**src/rtl/fetch_queue_unit.sv**
```systemverilog
`default_nettype none
// ============================================================================
// Module   : fetch_queue_unit
// Brief    : Instruction-fetch stage with a DEPTH-entry prefetch queue.
//            Issues sequential instruction-memory reads, buffers returned
//            words, and hands one- or two-word packets (instruction, plus
//            immediate for I-type) to IF/ID over valid/ready. Exception,
//            interrupt, popped-PC and jump redirects flush buffered and
//            in-flight words using an epoch tag.
// Revision : 1.0 - initial release
// ============================================================================
module fetch_queue_unit #(
    parameter int ADDR_W    = 32,
    parameter int INSTR_W   = 16,
    parameter int DEPTH     = 4,
    parameter int OPC_W     = 4,
    parameter int ITYPE_OPC = 8,
    parameter int RESET_VEC = 32,
    parameter int EXC_VEC   = 32,
    parameter int INT_VEC   = 0
) (
    input  logic                     clk,
    input  logic                     reset,
    input  logic                     exception,
    input  logic                     interrupt,
    input  logic                     pop_pc,
    input  logic [ADDR_W-1:0]        pop_value,
    input  logic                     jmp,
    input  logic [ADDR_W-1:0]        jmp_target,
    output logic                     imem_req,
    output logic [ADDR_W-1:0]        imem_addr,
    input  logic [INSTR_W-1:0]       imem_rdata,
    input  logic                     imem_rvalid,
    output logic                     out_valid,
    input  logic                     out_ready,
    output logic [INSTR_W-1:0]       out_instr,
    output logic [INSTR_W-1:0]       out_imm,
    output logic [ADDR_W-1:0]        out_pc,
    output logic                     out_int,
    output logic [$clog2(DEPTH):0]   q_count
);

    localparam int c_PTR_W = $clog2(DEPTH);
    localparam int c_CNT_W = c_PTR_W + 1;

    localparam logic [OPC_W-1:0]   c_ITYPE      = OPC_W'(ITYPE_OPC);
    localparam logic [ADDR_W-1:0]  c_RESET_VEC  = ADDR_W'(RESET_VEC);
    localparam logic [ADDR_W-1:0]  c_EXC_VEC    = ADDR_W'(EXC_VEC);
    localparam logic [ADDR_W-1:0]  c_INT_VEC    = ADDR_W'(INT_VEC);
    localparam logic [ADDR_W-1:0]  c_PC_ONE     = ADDR_W'(1);
    localparam logic [ADDR_W-1:0]  c_PC_TWO     = ADDR_W'(2);
    localparam logic [c_PTR_W-1:0] c_PTR_ONE    = c_PTR_W'(1);
    localparam logic [c_PTR_W-1:0] c_PTR_TWO    = c_PTR_W'(2);
    localparam logic [c_CNT_W-1:0] c_CNT_ONE    = c_CNT_W'(1);
    localparam logic [c_CNT_W-1:0] c_CNT_TWO    = c_CNT_W'(2);
    localparam logic [c_CNT_W:0]   c_DEPTH_WIDE = (c_CNT_W + 1)'(DEPTH);

    // ------------------------------------------------------------------
    // State
    // ------------------------------------------------------------------
    logic [ADDR_W-1:0]  r_fetch_pc;
    logic               r_epoch;
    logic               r_int_pending;

    // Prefetch queue: instruction word plus the address it was fetched from
    logic [INSTR_W-1:0] r_q_instr [DEPTH];
    logic [ADDR_W-1:0]  r_q_addr  [DEPTH];
    logic [c_PTR_W-1:0] r_rd_ptr;
    logic [c_PTR_W-1:0] r_wr_ptr;
    logic [c_CNT_W-1:0] r_q_count;

    // In-flight tag FIFO: responses return in order, each carrying the
    // epoch and address recorded when the request was issued
    logic [ADDR_W-1:0]  r_tag_addr  [DEPTH];
    logic               r_tag_epoch [DEPTH];
    logic [c_PTR_W-1:0] r_tag_rd;
    logic [c_PTR_W-1:0] r_tag_wr;
    logic [c_CNT_W-1:0] r_inflight;

    // ------------------------------------------------------------------
    // Combinational signals
    // ------------------------------------------------------------------
    logic               w_redirect;
    logic [ADDR_W-1:0]  w_target;
    logic               w_set_int;
    logic [c_CNT_W:0]   w_occupied;
    logic               w_issue;
    logic               w_resp;
    logic               w_push;
    logic [ADDR_W-1:0]  w_resp_addr;
    logic [INSTR_W-1:0] w_head;
    logic [INSTR_W-1:0] w_next;
    logic [ADDR_W-1:0]  w_head_addr;
    logic [OPC_W-1:0]   w_op;
    logic               w_itype;
    logic               w_valid;
    logic               w_pop;
    logic [c_CNT_W-1:0] w_pop_cnt;
    logic [c_PTR_W-1:0] w_pop_ptr;

    // Redirect arbitration: exception > interrupt > pop_pc > jmp
    always_comb begin
        w_redirect = exception | interrupt | pop_pc | jmp;
        w_target   = r_fetch_pc;
        w_set_int  = 1'b0;
        if (exception) begin
            w_target = c_EXC_VEC;
        end else if (interrupt) begin
            w_target  = c_INT_VEC;
            w_set_int = 1'b1;
        end else if (pop_pc) begin
            w_target = pop_value;
        end else if (jmp) begin
            w_target = jmp_target;
        end
    end

    // Issue and response qualification; a slot is reserved at issue time
    // so queued plus in-flight words never exceed DEPTH
    always_comb begin
        w_occupied  = {1'b0, r_q_count} + {1'b0, r_inflight};
        w_issue     = ~reset & ~w_redirect & (w_occupied < c_DEPTH_WIDE);
        // A response with nothing outstanding belongs to a pre-reset request
        w_resp      = imem_rvalid & (r_inflight != '0);
        w_resp_addr = r_tag_addr[r_tag_rd];
        w_push      = w_resp & (r_tag_epoch[r_tag_rd] == r_epoch) & ~w_redirect;
    end

    // Packet formation from the queue head; the word after an I-type
    // opcode is only ever treated as its immediate
    always_comb begin
        w_head      = r_q_instr[r_rd_ptr];
        w_next      = r_q_instr[r_rd_ptr + c_PTR_ONE];
        w_head_addr = r_q_addr[r_rd_ptr];
        w_op        = w_head[INSTR_W-1 -: OPC_W];
        w_itype     = (w_op == c_ITYPE);
        w_valid     = w_itype ? (r_q_count >= c_CNT_TWO) : (r_q_count >= c_CNT_ONE);
        // The packet visible during a redirect is discarded, not consumed
        w_pop       = w_valid & out_ready & ~w_redirect;
        w_pop_cnt   = '0;
        w_pop_ptr   = '0;
        if (w_pop) begin
            w_pop_cnt = w_itype ? c_CNT_TWO : c_CNT_ONE;
            w_pop_ptr = w_itype ? c_PTR_TWO : c_PTR_ONE;
        end
    end

    // Output drive; data outputs read zero whenever no packet is offered
    always_comb begin
        imem_req  = w_issue;
        imem_addr = r_fetch_pc;
        out_valid = w_valid;
        out_instr = '0;
        out_imm   = '0;
        out_pc    = '0;
        out_int   = 1'b0;
        q_count   = r_q_count;
        if (w_valid) begin
            out_instr = w_head;
            out_imm   = w_itype ? w_next : '0;
            out_pc    = w_head_addr + (w_itype ? c_PC_TWO : c_PC_ONE);
            out_int   = r_int_pending;
        end
    end

    // Control state: PC, epoch, interrupt flag, pointers and counters
    always_ff @(posedge clk or posedge reset) begin
        if (reset) begin
            r_fetch_pc    <= c_RESET_VEC;
            r_epoch       <= 1'b0;
            r_int_pending <= 1'b0;
            r_rd_ptr      <= '0;
            r_wr_ptr      <= '0;
            r_q_count     <= '0;
            r_tag_rd      <= '0;
            r_tag_wr      <= '0;
            r_inflight    <= '0;
        end else begin
            // In-flight tracking continues across redirects so stale
            // responses can still be matched and dropped
            if (w_issue) begin
                r_tag_wr <= r_tag_wr + c_PTR_ONE;
            end
            if (w_resp) begin
                r_tag_rd <= r_tag_rd + c_PTR_ONE;
            end
            r_inflight <= r_inflight + c_CNT_W'(w_issue) - c_CNT_W'(w_resp);

            if (w_redirect) begin
                r_fetch_pc <= w_target;
                r_epoch    <= ~r_epoch;
                r_rd_ptr   <= '0;
                r_wr_ptr   <= '0;
                r_q_count  <= '0;
                if (w_set_int) begin
                    r_int_pending <= 1'b1;
                end
            end else begin
                if (w_issue) begin
                    r_fetch_pc <= r_fetch_pc + c_PC_ONE;
                end
                if (w_push) begin
                    r_wr_ptr <= r_wr_ptr + c_PTR_ONE;
                end
                r_rd_ptr  <= r_rd_ptr + w_pop_ptr;
                r_q_count <= r_q_count + c_CNT_W'(w_push) - w_pop_cnt;
                if (w_pop) begin
                    r_int_pending <= 1'b0;
                end
            end
        end
    end

    // Storage arrays: contents are only meaningful under the counters,
    // so they carry no reset
    always_ff @(posedge clk) begin
        if (w_push) begin
            r_q_instr[r_wr_ptr] <= imem_rdata;
            r_q_addr[r_wr_ptr]  <= w_resp_addr;
        end
        if (w_issue) begin
            r_tag_addr[r_tag_wr]  <= r_fetch_pc;
            r_tag_epoch[r_tag_wr] <= r_epoch;
        end
    end

endmodule
`default_nettype wire

```
**config.mk**
```make
export PLATFORM = sky130hd
export DESIGN_NAME = fetch_queue_unit
export DESIGN_NICKNAME = d
export VERILOG_FILES = /design/src/rtl/fetch_queue_unit.sv
export SDC_FILE = /design/constraint.sdc
export NUM_CORES = 1
export LEC_CHECK = 0
export ABC_AREA = 1
export CAP_MARGIN = 25
export CORE_MARGIN = 2
export CORE_UTILIZATION = 40
export DETAILED_ROUTE_END_ITERATION = 12
export GPL_ROUTABILITY_DRIVEN = 0
export PLACE_DENSITY = 0.61
export SETUP_SLACK_MARGIN = 0.05
export SYNTH_ARGS = -nofsm -noshare
export SYNTH_HDL_FRONTEND = slang
export SYNTH_SLANG_ARGS = --single-unit
export TNS_END_PERCENT = 10
```
**constraint.sdc**
```tcl
create_clock -name clk -period 7.4 [get_ports clk]
set_input_delay 1.48 -clock clk [delete_from_list [all_inputs] [get_ports clk]]
set_output_delay 1.48 -clock clk [all_outputs]
set_load 0.005 [all_outputs]
```
==> metrics.yaml, run 1 <==
crit_arrival_ns: 4.41
portBuffers: 189
synth_edf_count: 324
antenna_found_initial: 0
ant_nets: 0
clk_latency_ns: 0.53
min_period_ns: 5.89
die_w_um: 217
drive_above_1_share_pct: 5.88
power_density_nw_per_um2: 247
max_slew.worst_pin.slew_ns: 0.979
ys_seq_area_share_pct: 60.4
path_depth: 15
vias: 14143
slew_violations: 0
syn_inst: 1928
worst-setup-path-type: "reg2out"
grt_max_degree: 91
clock_path_buffers: 3
fin_crit_sh_pct: 79.6
grt_pass1_vias: 13754
num-fill-cells: 4032
postCtsHoldBufs: 0
crit_family: "buffers and inverters"
hold_path.class: "reg2reg"
track_usage_pct: 20.5
first_pass_iters: 7
post-place-cells: 2643
grt_first_pass_wirelength_mm: 75.4
die_area_um2: 47000
drc_errors: 0
nNetsFinal: 2201
place_hpwl_mm: 32.2
htreeDepth: 2
synth.top_cell.area_share_pct: 53.7
p_total_mw: 5.38
start_util_pct: 40.8
hold_ws_ns: 0.528
cts_resized: 0
cp-end-kind: "primary output"
cpMostUsedCell: "nand2_1"
critPathLaunchType: "flop"
hold_violations: 0
slew_headroom_pct: 34.6
ff2ff_path_depth: 15
max_stage_delay_ns: 0.69
crit_chain: "inv_6 -> nand2_1 -> nand3_1 -> nand2_1 -> nor2_1 -> nand2_2 -> inv_2 -> ha_1 -> a21oi_1 -> nand3b_1 -> nor2_1 -> nand2_1 -> o21ai_0 -> a21oi_1 -> clkdlybuf4s50_1"
slowest_stage: "dfrtp_4"
setup_viol: 0
async_reset_ff_share_pct: 12.9
cts_inserted_buffers: 40
cp_max_fo: 90
clkTransAtPathRegs_ns: 0.06
synth_area_per_cell_um2: 9.39
die_h_um: 217
synth_area_leader_cell: "edfxtp_1"
drt_iter0_drc: 1125
num_antenna_cells: 0
vias_per_cell: 5.21
syn_nets: 2036
stdcell_count: 2717
cts_tree: "yes"
ir_drop_mv: 0.160
io_pins: 190
synthTopCellsByArea: "edfxtp_1 (54%), nand2_1 (12%), dfrtp_1 (6.5%)"
cts_setup_buffers: 0
ys_warn_count: 0
ys.flop_type: "edfxtp_1"
tns_ns: 0
grt.overflow.total: 0
drv_cap: 0
rsz0062_at_grt: "no"
num_rows: 77
cp_data_required_time_ns: 5.92
crit_buf_inv: 3
yosysUniqueCellTypes: 45
skew_ns: 0.0173
status: "completed"
area_growth_pct: 20.4
ys_ff_latch: 372
ctsRootBufferMaster: "clkbuf_16"
max_freq_mhz: 170
placed_cell_area_um2: 20500
wirelength_mm: 48.7
hold_depth: 1
netlist_area_um2: 18100
core_area_um2: 44400
design_area_um2: 21800
p_leak_nw: 8.23
cts.sinks: 372
routedWlPerCell_um: 17.9
-- placed cells by master, fill, tap and decap left out, types with 8 or more instances in the layout --
cell type / count
clkbuf_16: 42
buf_4: 24
nor2_1: 268
nand3_1: 107
o211ai_1: 9
a21oi_1: 86
o31ai_1: 15
o21ai_0: 104
clkbuf_1: 11
nand2_1: 573
xor2_1: 15
nor2_2: 12
a211oi_1: 12
nor3_1: 13
inv_1: 102
nand2_2: 8
o22ai_1: 57
a31oi_1: 8
edfxtp_1: 324
clkdlybuf4s50_1: 189
ha_1: 17
nand4_1: 12
dfrtp_1: 45
-- worst paths after layout --
path | from | to | slack [ns]
max | r_rd_ptr[0]$_DFF_PP0_ | out_pc[5] | 1.51
min | r_tag_wr[0]$_DFFE_PP0P_ | r_tag_wr[0]$_DFFE_PP0P_ | 0.53
max reg2reg | r_rd_ptr[0]$_DFF_PP0_ | q_count[2]$_DFF_PP0_ | 3.43
min reg2reg | r_tag_wr[0]$_DFFE_PP0P_ | r_tag_wr[0]$_DFFE_PP0P_ | 0.53
max in group asynchronous | reset | r_rd_ptr[0]$_DFF_PP0_ | 5.39
min in group asynchronous | reset | r_inflight[2]$_DFF_PP0_ | 1.51
-- cell families after synthesis --
family	synth area share, %
and+or+nand+nor	22.4
DFF	60.4
AOI/OAI and AO/OA	9.57
buffers and inverters	4.98
xor gates and xnor gates	1.02
adders and majority gates	1.51
muxes	0.111
-- metal layers --
layer	share of wire, %	up-vias	track usage, %
met3	6.0	73	2.98
met4	2.5	0	6.14
li1	-	6915	-
met2	47	487	33.8
met1	45	6668	28.1
met5	0	-	0
-- sequential cells by signal (all words and copies together) (netlist names) --
signal,flops
imem_addr,32
q_count,3
r_epoch,1
r_inflight,3
r_int_pending,1
r_q_addr,128
r_q_instr,64
r_rd_ptr,2
r_tag_addr,128
r_tag_epoch,4
r_tag_rd,2
r_tag_wr,2
r_wr_ptr,2
-- where the power goes --
part           switching, mW  internal, mW  total (mW)
sequential            0.0640          2.50        2.56
clock                  0.794          1.18        1.97
combinational          0.592         0.254       0.846
-- cell usage after synthesis, types with 9 or more instances --
cell	instances
nand2_1	573
nor2_1	276
inv_1	103
nand4_1	12
o22ai_1	57
a21oi_1	86
nor3_1	13
xor2_1	15
nand3_1	107
a211oi_1	12
edfxtp_1	324
dfrtp_1	47
ha_1	17
o21ai_0	104
buf_2	26
o31ai_1	15
buf_6	9
clkbuf_1	44
o211ai_1	9
-- through the flow --
stage / setup WS (ns) / utilization (%)
6_report: 1.51 / 49.1
4_1_cts: 1.50 / 49.1
2_1_floorplan: 2.71 / -
5_1_grt: 1.09 / 49.1
3_5_place_dp: 2.08 / 46.1
3_3_place_gp: 2.12 / 46.1
-- area by class of cell --
cell class                 instances  area (µm²)  share of cell area, %
timing repair buffer             213        2070                   9.51
multi-input combinational       1357        6310                   29.0
inverter                         109         417                   1.91
tap                              592         741                   3.40
clock buffer                      56        1130                   5.20
sequential                       372       10900                   50.2
clock inverter                    18         183                  0.838
Power figures use the tool's default switching activity.
==> run 2: changes to the inputs <==
==> constraint.sdc (replaced) <==
create_clock -name clk -period 5.6 [get_ports clk]
set_input_delay 1.12 -clock clk [delete_from_list [all_inputs] [get_ports clk]]
set_output_delay 1.12 -clock clk [all_outputs]
set_load 0.005 [all_outputs]
==> metrics.yaml, run 2 (synthesis results as in run 1) <==
crit_family: "simple AND/OR/NAND/NOR gates"
grt_max_degree: 76  # -16%
hold_ws_ns: 0.532  # +0.00377 ns
cp_max_fo: 49  # -46%
crit_buf_inv: 4  # +1
max_stage_delay_ns: 0.70  # about the same
die_area_um2: 47000  # unchanged
skew_ns: 0.0250  # +0.00773 ns
grt.overflow.total: 0  # unchanged
final_cell_mix: "nand2_1 (573), edfxtp_1 (324), nor2_1 (268)"
start_util_pct: 40.8  # unchanged
drt_iter0_drc: 1234  # +9.7%
status: "completed"
drv_cap: 0  # unchanged
hold_violations: 0  # unchanged
min_period_ns: 5.33
design_area_um2: 21700  # -0.29%
power_density_nw_per_um2: 320  # +30%
ir_drop_mv: 0.215  # +34%
cpMostUsedCell: "nand2_1"
die_w_um: 217  # unchanged
grt_first_pass_wirelength_mm: 75.4  # -0.11%
slew_violations: 0  # unchanged
routedWlPerCell_um: 17.9  # -0.18%
drc_errors: 0  # unchanged
cts_resized: 0  # unchanged
p_leak_nw: 8.18  # -0.59%
met2_usage_pct: 34.1  # +0.34 points
hold_path.class: "reg2reg"
max_freq_mhz: 188
vias: 14197  # +0.38%
core_area_um2: 44400  # unchanged
fin_crit_sh_pct: 95.2
clock_path_buffers: 3  # unchanged
htreeDepth: 2  # unchanged
use_met1_pct: 27.8  # -0.28 points
cts_inserted_buffers: 40  # unchanged
max_slew.worst_pin.slew_ns: 0.927  # -0.0521 ns
cts_tree: "yes"
reg.largest.list: "r_q_addr: 128 flops, r_tag_addr: 128 flops, r_q_instr: 64 flops"
cts_setup_buffers: 0  # unchanged
wirelength_mm: 48.6  # -0.29%
antenna_found_initial: 0  # unchanged
slowest_stage: "dfrtp_4"
postLayoutCoreUtil_pct: 48.9  # -0.14 points
critPathLaunchType: "flop"
rsz0062_at_grt: "yes"
p_total_mw: 6.96  # +29%
cp-end-kind: "primary output"
cp_data_required_time_ns: 4.48  # -1.44 ns
crit_chain: "inv_6 -> nand2_1 -> nand3_1 -> nand2_1 -> nand2_1 -> inv_1 -> nand2_2 -> inv_2 -> ha_1 -> a21oi_1 -> nand3b_1 -> nor2_1 -> nand2_1 -> nor2_1 -> nand2_1 -> nand2_1 -> nand2_1 -> nor2_1 -> clkdlybuf4s50_1"
track_usage_pct: 20.5  # +0.035 points
portBuffers: 189  # unchanged
clk_latency_ns: 0.55  # +0.02 ns
die_h_um: 217  # unchanged
io_pins: 190  # unchanged
slew_headroom_pct: 38.1  # +3.5 points
cts.sinks: 372  # unchanged
crit_arrival_ns: 4.21  # -0.20 ns
placed_cell_area_um2: 20500  # +0.16%
ant_nets: 0  # unchanged
place_hpwl_mm: 32.6  # +1.2%
setup_viol: 0  # unchanged
worst-setup-path-type: "reg2out"
first_pass_iters: 6  # -1
ctsRootBufferMaster: "clkbuf_16"
mostFrequentLayoutCell: "nand2_1"
vias_per_cell: 5.23  # +0.49%
clkTransAtPathRegs_ns: 0.06  # about the same
grt_pass1_vias: 13662  # -0.67%
nNetsFinal: 2202  # +0.045%
top_usage_layer: "met2"
num_rows: 77  # unchanged
tns_ns: 0  # unchanged
met3_usage_pct: 3.19  # +0.21 points
regToRegSetupSlack_ns: 1.81  # -1.62 ns
postCtsHoldBufs: 0  # unchanged
num_antenna_cells: 0  # unchanged
num-fill-cells: 4024  # -0.20%
area_growth_pct: 20.0
drive_above_1_share_pct: 5.66  # -0.23 points
[run 2: cell types whose count changed in the layout (fill, tap and decap cells not counted), moves of 2 or more]
cell	delta
clkinv_1	+4
buf_4	-2
bufinv_16	-2
clkinvlp_4	+3
buf_12	+2
clkinv_2	-2
clkinv_4	-3
clkbuf_1	-2
clkbuf_8	-3
[run 2: metrics by stage]
step	std cells	setup WS (ns)
4_1_cts	2714	0.190
6_report	2714	0.268
2_1_floorplan	1928	1.27
3_3_place_gp	2644	0.868
5_1_grt	2714	0.00975
3_5_place_dp	2644	0.775
[run 2: layout make-up]
cell class / instances / area (µm²) / share of cell area [%]
inverter: 109 / 417 / 1.92
timing repair buffer: 214 / 2110 / 9.70
tap: 592 / 741 / 3.41
clock buffer: 51 / 1080 / 4.99
multi-input combinational: 1357 / 6310 / 29.0
sequential: 372 / 10900 / 50.3
clock inverter: 19 / 133 / 0.610
[run 2: worst paths after layout]
| check | from | to | cells past startpoint |
|---|---|---|---|
| setup / recovery | r_rd_ptr[0]$_DFF_PP0_ | out_pc[29] | 19 |
| hold / removal | r_tag_wr[0]$_DFFE_PP0P_ | r_tag_wr[0]$_DFFE_PP0P_ | 1 |
| setup reg to reg | r_rd_ptr[0]$_DFF_PP0_ | q_count[2]$_DFF_PP0_ | 16 |
| hold reg to reg | r_tag_wr[0]$_DFFE_PP0P_ | r_tag_wr[0]$_DFFE_PP0P_ | 1 |
| max in group asynchronous | reset | r_rd_ptr[0]$_DFF_PP0_ | 3 |
| min in group asynchronous | reset | r_epoch$_DFFE_PP0N_ | 3 |
[run 2: per-layer routing]
| layer | vias up | share of wire [%] |
|---|---|---|
| met5 | - | 0 |
| met4 | 0 | 2.5 |
| met3 | 83 | 5.8 |
| met2 | 472 | 47 |
| met1 | 6751 | 45 |
| li1 | 6891 | - |
[run 2: report_power, final]
| group | total, mW | internal, mW | switching (mW) |
|---|---|---|---|
| Combinational | 1.12 | 0.340 | 0.782 |
| Clock | 2.46 | 1.42 | 1.04 |
| Sequential | 3.39 | 3.30 | 0.0878 |
| Total | 6.96 | 5.05 | 1.91 |
